File: src/rtl/signed_subtractor_if.sv
// Operand/result bundle of the signed subtractor: the master supplies a/b,
// the slave returns the registered difference and its overflow flag.
interface signed_subtractor_if #(
  parameter int WIDTH = 6
);
  // No valid/ready: a new a/b pair is taken on every rising clk edge,
  // and out/overflow describe the pair sampled on the previous edge.
  logic [WIDTH-1:0] a;
  logic [WIDTH-1:0] b;
  logic [WIDTH-1:0] out;
  logic             overflow;

  modport master (
    output a,
    output b,
    input  out,
    input  overflow
  );

  modport slave (
    input  a,
    input  b,
    output out,
    output overflow
  );
endinterface

File: src/rtl/signed_subtractor.sv
// Registered two's-complement subtractor: out = a - b (mod 2^WIDTH) built as
// a ripple-borrow chain a + ~b + 1, with a registered signed-overflow flag.
module signed_subtractor #(
  parameter int WIDTH = 6
) (
  input  logic               clk,
  input  logic               rst_n,
  signed_subtractor_if.slave sub
);

  logic [WIDTH-1:0] b_inv;
  logic [WIDTH-1:0] diff;
  logic [WIDTH:0]   carry;
  logic             ovf_comb;
  logic [WIDTH-1:0] out_q;
  logic             overflow_q;

  assign b_inv    = ~sub.b;
  // The +1 of the two's-complement negation enters as the chain's carry-in.
  assign carry[0] = 1'b1;

  for (genvar i = 0; i < WIDTH; i++) begin : g_fa
    assign diff[i]    = sub.a[i] ^ b_inv[i] ^ carry[i];
    assign carry[i+1] = (sub.a[i] & b_inv[i]) | (carry[i] & (sub.a[i] ^ b_inv[i]));
  end

  // Signed overflow: carry into the MSB disagrees with carry out of it.
  assign ovf_comb = carry[WIDTH] ^ carry[WIDTH-1];

  always_ff @(posedge clk or negedge rst_n) begin
    if (!rst_n) begin
      out_q      <= '0;
      overflow_q <= 1'b0;
    end else begin
      out_q      <= diff;
      overflow_q <= ovf_comb;
    end
  end

  assign sub.out      = out_q;
  assign sub.overflow = overflow_q;

endmodule

File: src/flat_wrapper.sv
// flat-port wrapper written by rule: the top's interface ports become plain ports
module signed_subtractor_flat 
#(
  parameter int WIDTH = 6
)
  (clk, rst_n, sub_a, sub_b, sub_out, sub_overflow);
  signed_subtractor_if #(.WIDTH(WIDTH)) sub_i ();
  input  logic clk;
  input  logic rst_n;
  input wire logic [$bits(sub_i.a)-1:0] sub_a;
  input wire logic [$bits(sub_i.b)-1:0] sub_b;
  output wire logic [$bits(sub_i.out)-1:0] sub_out;
  output wire logic [$bits(sub_i.overflow)-1:0] sub_overflow;
  assign sub_i.a = sub_a;
  assign sub_i.b = sub_b;
  assign sub_out = sub_i.out;
  assign sub_overflow = sub_i.overflow;
  signed_subtractor #(.WIDTH(WIDTH)) u_core (.clk(clk), .rst_n(rst_n), .sub(sub_i));
endmodule
File: config.mk
export PLATFORM = sky130hd
export DESIGN_NAME = signed_subtractor_flat
export DESIGN_NICKNAME = d
export VERILOG_FILES = /design/src/rtl/signed_subtractor_if.sv /design/src/rtl/signed_subtractor.sv /design/src/flat_wrapper.sv
export SDC_FILE = /design/constraint.sdc
export NUM_CORES = 1
export LEC_CHECK = 0
export CORE_AREA = 2 2 39 41
export DETAILED_ROUTE_END_ITERATION = 7
export DIE_AREA = 0 0 41 43
export DONT_BUFFER_PORTS = 1
export HOLD_SLACK_MARGIN = 0.12
export PLACE_DENSITY = 0.37
export SYNTH_ARGS = -nofsm -noshare
export SYNTH_HDL_FRONTEND = slang
export SYNTH_SLANG_ARGS = --single-unit
File: constraint.sdc
create_clock -name clk -period 0.8 [get_ports clk]
set_clock_uncertainty 0.1 [all_clocks]
set_input_delay 0.24 -clock clk [delete_from_list [all_inputs] [get_ports clk]]
set_output_delay 0.24 -clock clk [all_outputs]
set_load 0.05 [all_outputs]
Word-level counts from Yosys, hierarchy flattened

Index checks and enable logic that the tools add are counted.

Register bits after elaboration: 7
Bits of input ports: 14

Bitwise gates (word level): 31

Operator list:

| kind           | count |
|---|---|
| 1-bit XOR      | 12 |
| 1-bit AND      | 11 |
| 6-bit inverter | 1 |
| 1-bit OR       | 6 |
| 1-bit inverter | 1 |

Logic depth before layout (Yosys ltp)

Gate-level depths: netlist of the first run.

Word-level depth: 14
Mapped depth: 10

Least setup slack after synthesis of the first run

OpenSTA, ideal clock, no wires.

Path type: input to register
Start: input sub_a[0]
End: register u_core.overflow_q, in the netlist u_core.sub.overflow
Setup time: 0.125 ns
Arrival: 2.366 ns
Required time: 0.575 ns
Setup slack: -1.791 ns
Cell stages on the path: 10
Buffers on the path: 0
Cells stage by stage: inv_1 ha_1 inv_1 fa_1 inv_1 fa_1 fa_1 fa_1 fa_1 xor2_1

Cells in the longest elaborated chain, start to end: 13
Elaborated cells between the ends (all ways): 14
Classes of those cells: bitwise: 14

Ends and longest elaborated chain:

| what                                          | line                    | RTL |
|---|---|---|
| start, declared                               | flat_wrapper.sv:10      | `input wire logic [$bits(sub_i.a)-1:0] sub_a;` |
| 1-bit AND / 1-bit XOR (equally long branches) | signed_subtractor.sv:24 | `assign carry[i+1] = (sub.a[i] & b_inv[i]) \| (carry[i] & (sub.a[i] ^ b_inv[i]));` |
| 1-bit OR *                                    | signed_subtractor.sv:24 |  |
| 1-bit AND *                                   | signed_subtractor.sv:24 |  |
| 1-bit OR *                                    | signed_subtractor.sv:24 |  |
| 1-bit AND *                                   | signed_subtractor.sv:24 |  |
| 1-bit OR *                                    | signed_subtractor.sv:24 |  |
| 1-bit AND *                                   | signed_subtractor.sv:24 |  |
| 1-bit OR *                                    | signed_subtractor.sv:24 |  |
| 1-bit AND *                                   | signed_subtractor.sv:24 |  |
| 1-bit OR *                                    | signed_subtractor.sv:24 |  |
| 1-bit AND                                     | signed_subtractor.sv:24 |  |
| 1-bit OR                                      | signed_subtractor.sv:24 |  |
| 1-bit XOR *                                   | signed_subtractor.sv:28 | `assign ovf_comb = carry[WIDTH] ^ carry[WIDTH-1];` |
| via u_core.ovf_comb                           | signed_subtractor.sv:14 | `logic ovf_comb;` |
| end signal, assigned                          | signed_subtractor.sv:36 | `overflow_q <= ovf_comb;` |
| end, declared                                 | signed_subtractor.sv:16 | `logic overflow_q;` |

Mark *: on every way through the listed nets, which the timed path passes. The rest lies on a longest branch.

Worst setup path after layout of the first run

Start: input sub_a[0]
End: register u_core.out_q[5], in the netlist u_core.sub.out[5]

Cells in the longest elaborated chain, start to end: 11
Elaborated cells between the ends (all ways): 12
Classes of those cells: bitwise: 12

Ends and longest elaborated chain:

| what                                          | line                    | RTL |
|---|---|---|
| 1-bit AND / 1-bit XOR (equally long branches) | signed_subtractor.sv:24 |  |
| 1-bit OR *                                    | signed_subtractor.sv:24 |  |
| 1-bit AND *                                   | signed_subtractor.sv:24 |  |
| 1-bit OR *                                    | signed_subtractor.sv:24 |  |
| 1-bit AND *                                   | signed_subtractor.sv:24 |  |
| 1-bit OR *                                    | signed_subtractor.sv:24 |  |
| 1-bit AND *                                   | signed_subtractor.sv:24 |  |
| 1-bit OR *                                    | signed_subtractor.sv:24 |  |
| 1-bit AND *                                   | signed_subtractor.sv:24 |  |
| 1-bit OR *                                    | signed_subtractor.sv:24 |  |
| 1-bit XOR *                                   | signed_subtractor.sv:23 | `assign diff[i] = sub.a[i] ^ b_inv[i] ^ carry[i];` |
| via u_core.diff[5]                            | signed_subtractor.sv:12 | `logic [WIDTH-1:0] diff;` |
| end signal, assigned                          | signed_subtractor.sv:35 | `out_q <= diff;` |
| end, declared                                 | signed_subtractor.sv:15 | `logic [WIDTH-1:0] out_q;` |

Marked as above.

==> impl_results.md, run 1 <==
- Outcome: complete, but fails checks
- Violations in the final reports: negative setup slack
- DIE HEIGHT: roughly 43 µm
- Setup slack after placement: -1.69 ns
- Slew at the pin closest to its max-slew limit: approximately 0.30 ns
- Routed WL per cell: 9.02 µm
- CP Max Fanout: 2
- DIE AREA: 1760 µm²
- Largest net degree at the start of global routing: 8
- Static Leakage: 0.223 nW
- Crit path largest cell delay: 0.52 ns
- Remaining Overflow, GRT: 0
- Share of synthesized area occupied by flip-flops and latches: about half
- Pins Over Slew Limit: 0
- Count of endpoints failing hold in the final timing report: 0
- Avg Synthesized Cell Area: 12.8 µm²
- Layout net count: 56
- Maximum achievable frequency: about 450 MHz
- DR pass1 iterations: 1
- Finish-stage setup viols: 13
- Final Total Pwr: 1.15 mW
- Period utilisation layout: 275%
- Most numerous cell on the critical path: fa_2
- TritonCTS clock tree: done
- Clock root buffer: clkbuf_4
- Synthesized area: approximately 350 µm²
- Worst path cell trace: inv_8 > ha_4 > inv_2 > fa_2 > inv_2 > fa_2 > fa_2 > fa_2 > fa_2 > inv_1
- DPL Wire Length: 426 µm
- Wire length of the first global-routing pass: 717 µm
- Category of the worst setup path capture point: flop
- Number of inserted diodes: 0
- Proportion of layout cells with a drive suffix above 1: 65.7%
- Tot GR Track Use: under 10%
- Clock slew at the register clock pins of the worst setup and hold paths: 0.05 ns
- Post-synthesis register bit count: 7
- Iteration-0 DRC Markers: 0
- Filler cell count: 145
- Number of library cell types mapped by synthesis: 5
- Effective utilization at floorplan: roughly a quarter
- Vias per cell: ~3.5
- Number of nets with antenna violations after detailed routing: 0
- Instance count of the mapped netlist: 27
- Core Box Area: 1380 µm²
- Total routed wirelength: between 400 and 500 µm
- Number of CTS-inserted buffers: 3
- Row cnt: 14
- Worst VDD drop: 0.000668 V
- Placer Congestion: 0.545
- DR DRC count: 0
- H-Tree Depth: 1
- Power per standard cell area: 2420 nW/µm²
- Area of the multi-input gates: between 100 and 150 µm²
- Type of the worst setup path: input port to flop
- Shortest period the worst path allows: 2.20 ns
- Yosys synthesis warning count: 0
- RSZ-0062 raised after global routing: yes
- Standard cell with the maximum stage delay on the critical path: fa_2
- Number of hold buffers added after cts: 1
- Crit start category: input port
- Data required time of the critical path: 0.84 ns
- Leading cell type in the layout, fill and taps excluded: inv_1
- Worst Path Arrival: 2.24 ns
- FF+latch area: 183 µm²
- Port bufs: 0
- Vias after detailed routing: 181
- Maximum buffer depth of the clock tree: 2
- Most frequent cells in the layout: inv_1 (8), dfrtp_2 (6), fa_2 (5)
- Vias in the first global route: 208
- Clock Sink Count: 7
- Max Cap Violations: 0
- Final worst slack: -1.40 ns
- Area growth syn-to-layout: 38.0%
- Width of the die: approximately 40 µm
- Number of antenna violations at the first check in global routing: 0
- Max_slew headroom: about 80%
- Top-level I/O count: 21
- Class of the worst hold path: input port to flop
- Total nets after synthesis: 47
-- state kept, by name, summed over array words and instances, names as in the netlist --
name,count
u_core.sub.out,6
u_core.sub.overflow,1
-- stage by stage --
stage / hold slack, ns / utilization [%] / instance area (µm²) / TNS, ns / instances
after global placement: -0.155 / 30.6 / 423 / -6.72 / 44
after floorplan: -0.156 / - / 383 / -6.53 / 27
after detailed placement: -0.155 / 30.6 / 423 / -6.75 / 44
after CTS: 0.0567 / 33.9 / 469 / -7.04 / 50
final: 0.0656 / 34.4 / 477 / -6.93 / 51
after global routing: 0.0531 / 34.4 / 477 / -7.26 / 51
-- routing by layer --
metal / track usage, % / routed length [µm]
met3: 1.57 / 60
met4: 12.0 / 19
met2: 8.44 / 221
met1: 6.73 / 158
met5: 0 / 0
-- final timing paths --
kind                       startpoint                 to  cells after the start
setup / recovery             sub_a[0]  u_core.sub.out[5]                     10
hold / removal               sub_b[0]  u_core.sub.out[0]                      2
max in group asynchronous       rst_n  u_core.sub.out[5]                      1
min in group asynchronous       rst_n  u_core.sub.out[2]                      1
-- repair_timing --
action / in CTS / in global routing
setup endpoints to repair: 13 / 13
resized for setup: 1 / 2
hold endpoints to repair: 9 / 2
pin swaps: 0 / 1
setup buffers: 1 / 1
-- cells by family (layout without fill, tap and decap cells) --
| group | Yosys count | after routing | share of synthesized area (%) |
|---|---|---|---|
| XOR/XNOR | 1 | 1 | 2.54 |
| adder cells (fa/ha/maj) | 6 | 6 | 32.6 |
| buffers and inverters | 13 | 21 | 14.1 |
| flip-flops | 7 | 7 | 50.7 |
-- area by class of cell --
cell class | count | area share [%]
Multi-Input combinational cell | 7 | 30.7
Sequential cell | 7 | 38.3
Clock buffer | 4 | 5.51
Inverter | 13 | 11.8
Timing Repair Buffer | 4 | 9.45
Tap cell | 16 | 4.20
-- cells in the mapped netlist --
cell	number	area share, %
inv_1	13	14
ha_1	1	3.6
fa_1	5	29
dfrtp_1	7	51
xor2_1	1	2.5
-- where the power goes --
group | internal, mW | switching [mW]
Sequential | 0.427 | 0.217
Clock | 0.189 | 0.111
Combinational | 0.106 | 0.102
Total | 0.722 | 0.430
-- critical path, delay by kind of cell --
family,cells,cell delay [ns]
buf+inv,4,0.11
fa+ha+maj,6,1.88
No activity file was read; power rests on OpenSTA's default activity.
==> inputs of run 2 (changes only) <==
--- a/config.mk
+++ b/config.mk
@@ -9,8 +9,9 @@
 export DETAILED_ROUTE_END_ITERATION = 7
 export DIE_AREA = 0 0 41 43
 export DONT_BUFFER_PORTS = 1
+export GPL_TIMING_DRIVEN = 0
 export HOLD_SLACK_MARGIN = 0.12
-export PLACE_DENSITY = 0.37
+export PLACE_DENSITY = 0.35
 export SYNTH_ARGS = -nofsm -noshare
 export SYNTH_HDL_FRONTEND = slang
 export SYNTH_SLANG_ARGS = --single-unit
==> constraint.sdc (replaced) <==
create_clock -name clk -period 2.45 [get_ports clk]
set_clock_uncertainty 0.1 [all_clocks]
set_input_delay 0.735 -clock clk [delete_from_list [all_inputs] [get_ports clk]]
set_output_delay 0.735 -clock clk [all_outputs]
set_load 0.05 [all_outputs]
==> run 2 against run 1 <==
  * The run still ends with negative setup slack left
  * Via count grew 3.9%
  * Count of clock-buffer cells in the layout is the same
  * Combinational power shrank 79%
==> impl_results.md, run 2 (synthesis gave the netlist of run 1 again) <==
- Wire length of the first global-routing pass: about 750 µm
- Shortest period the worst path allows: 2.72 ns
- Static Leakage: 0.221 nW
- Data required time of the critical path: 2.49 ns
- Number of inserted diodes: 0
- Number of CTS-inserted buffers: 3
- Pins Over Slew Limit: 0
- Iteration-0 DRC Markers: 0
- Core Box Area: 1380 µm²
- Outcome: complete, but fails checks
- Class of the worst hold path: input port to flop
- DR pass1 iterations: 1
- Clock slew at the register clock pins of the worst setup and hold paths: about 0.05 ns
- Largest net degree at the start of global routing: 8
- Period utilisation layout: 111%
- Area growth syn-to-layout: 30.1%
- Power per standard cell area: 803 nW/µm²
- Finish-stage setup viols: 2
- Maximum achievable frequency: 368 MHz
- Worst Path Arrival: roughly 2.8 ns
- CP Max Fanout: 2
- Number of nets with antenna violations after detailed routing: 0
- Slew at the pin closest to its max-slew limit: approximately 0.45 ns
- Effective utilization at floorplan: 25.0%
- Proportion of layout cells with a drive suffix above 1: 44.1%
- Max_slew headroom: 69.8%
- DPL Wire Length: between 400 and 500 µm
- Row cnt: 14
- DR DRC count: 0
- Max Cap Violations: 0
- Number of flip-flops under the largest register name: 6
- TritonCTS clock tree: done
- Filler cell count: 144
- DIE AREA: 1760 µm²
- Count of endpoints failing hold in the final timing report: 0
- Clock root buffer: clkbuf_4
- Worst VDD drop: 0.000196 V
- Category of the worst setup path capture point: flop
- Area of the multi-input gates: ~150 µm²
- FF+latch area: between 150 and 200 µm²
- Maximum buffer depth of the clock tree: 2
- Routed WL per cell: 9.66 µm
- Layout net count: 55
- Port bufs: 0
- Top-level I/O count: 21
- Leading cell type in the layout, fill and taps excluded: inv_1
- Placer Congestion: ~0.58
- H-Tree Depth: 1
- Total routed wirelength: 483 µm
- Type of the worst setup path: input port to flop
- Crit start category: input port
- Vias in the first global route: around 220
- Violations in the final reports: negative setup slack
- Summed negative setup slack over all endpoints: -0.477 ns
- Vias after detailed routing: between 150 and 200
- Final worst slack: -0.266 ns
- Number of antenna violations at the first check in global routing: 0
- Tot GR Track Use: under 10%
- DIE HEIGHT: 43 µm
- Width of the die: 41 µm
- Final hold slack: approximately 0.55 ns
- Vias per cell: roughly 3.8
- RSZ-0062 raised after global routing: yes
- Clock Sink Count: 7
- Most frequent cells in the layout: inv_1 (9), dfrtp_1 (7), fa_2 (5)
- Remaining Overflow, GRT: 0
[run 2: per-stage QoR]
stage	area (µm²)	power (mW)	instances	util (%)	setup slack, ns
after CTS	442	0.364	49	31.9	-0.257
after global routing	449	0.377	50	32.5	-0.318
final	449	0.361	50	32.5	-0.266
after detailed placement	395	0.256	43	28.6	-0.546
after global placement	395	0.253	43	28.6	-0.520
after floorplan	375	0.244	27	-	-0.463
[run 2: repair_timing]
action,CTS,global route
endpoints found under the hold margin,7,0
pin swaps,0,1
hold buffers,1,0
gates resized for setup,1,1
endpoints found under the setup margin,2,2
buffers inserted,1,1
[run 2: final cells by class]
type / count / area share (%)
Inverter: 13 / 12.5
Multi-Input combinational cell: 7 / 32.6
Timing Repair Buffer: 3 / 5.57
Clock buffer: 4 / 5.85
Tap cell: 16 / 4.46
Sequential cell: 7 / 39.0
[run 2: path summary, 6_finish.rpt]
check	startpoint	endpoint	slack, ns	depth (start not counted)
max	sub_a[0]	u_core.sub.out[5]	-0.27	10
min	sub_b[0]	u_core.sub.out[0]	0.55	2
max in group asynchronous	rst_n	u_core.sub.out[5]	1.32	1
min in group asynchronous	rst_n	u_core.sub.out[2]	0.71	1
[run 2: layer usage]
layer | routed length (µm) | GRT usage, %
met5 | 0 | 0
met4 | 14 | 10.0
met3 | 41 | 0
met2 | 229 | 8.44
met1 | 196 | 8.08
[run 2: power breakdown]
group,switching (mW),leakage [nW],internal (mW)
logic,0.0208,0.124,0.0228
registers,0.0816,0.0816,0.135
clock network,0.0385,0.0150,0.0619
total,0.141,0.221,0.220
[run 2: critical path: stages]
cell and delay (ns):
inv_8 0.01, ha_4 0.14, inv_2 0.04, fa_2 0.18, inv_2 0.04, fa_2 0.33, fa_2 0.35, fa_2 0.37
fa_2 0.54, inv_2 0.03
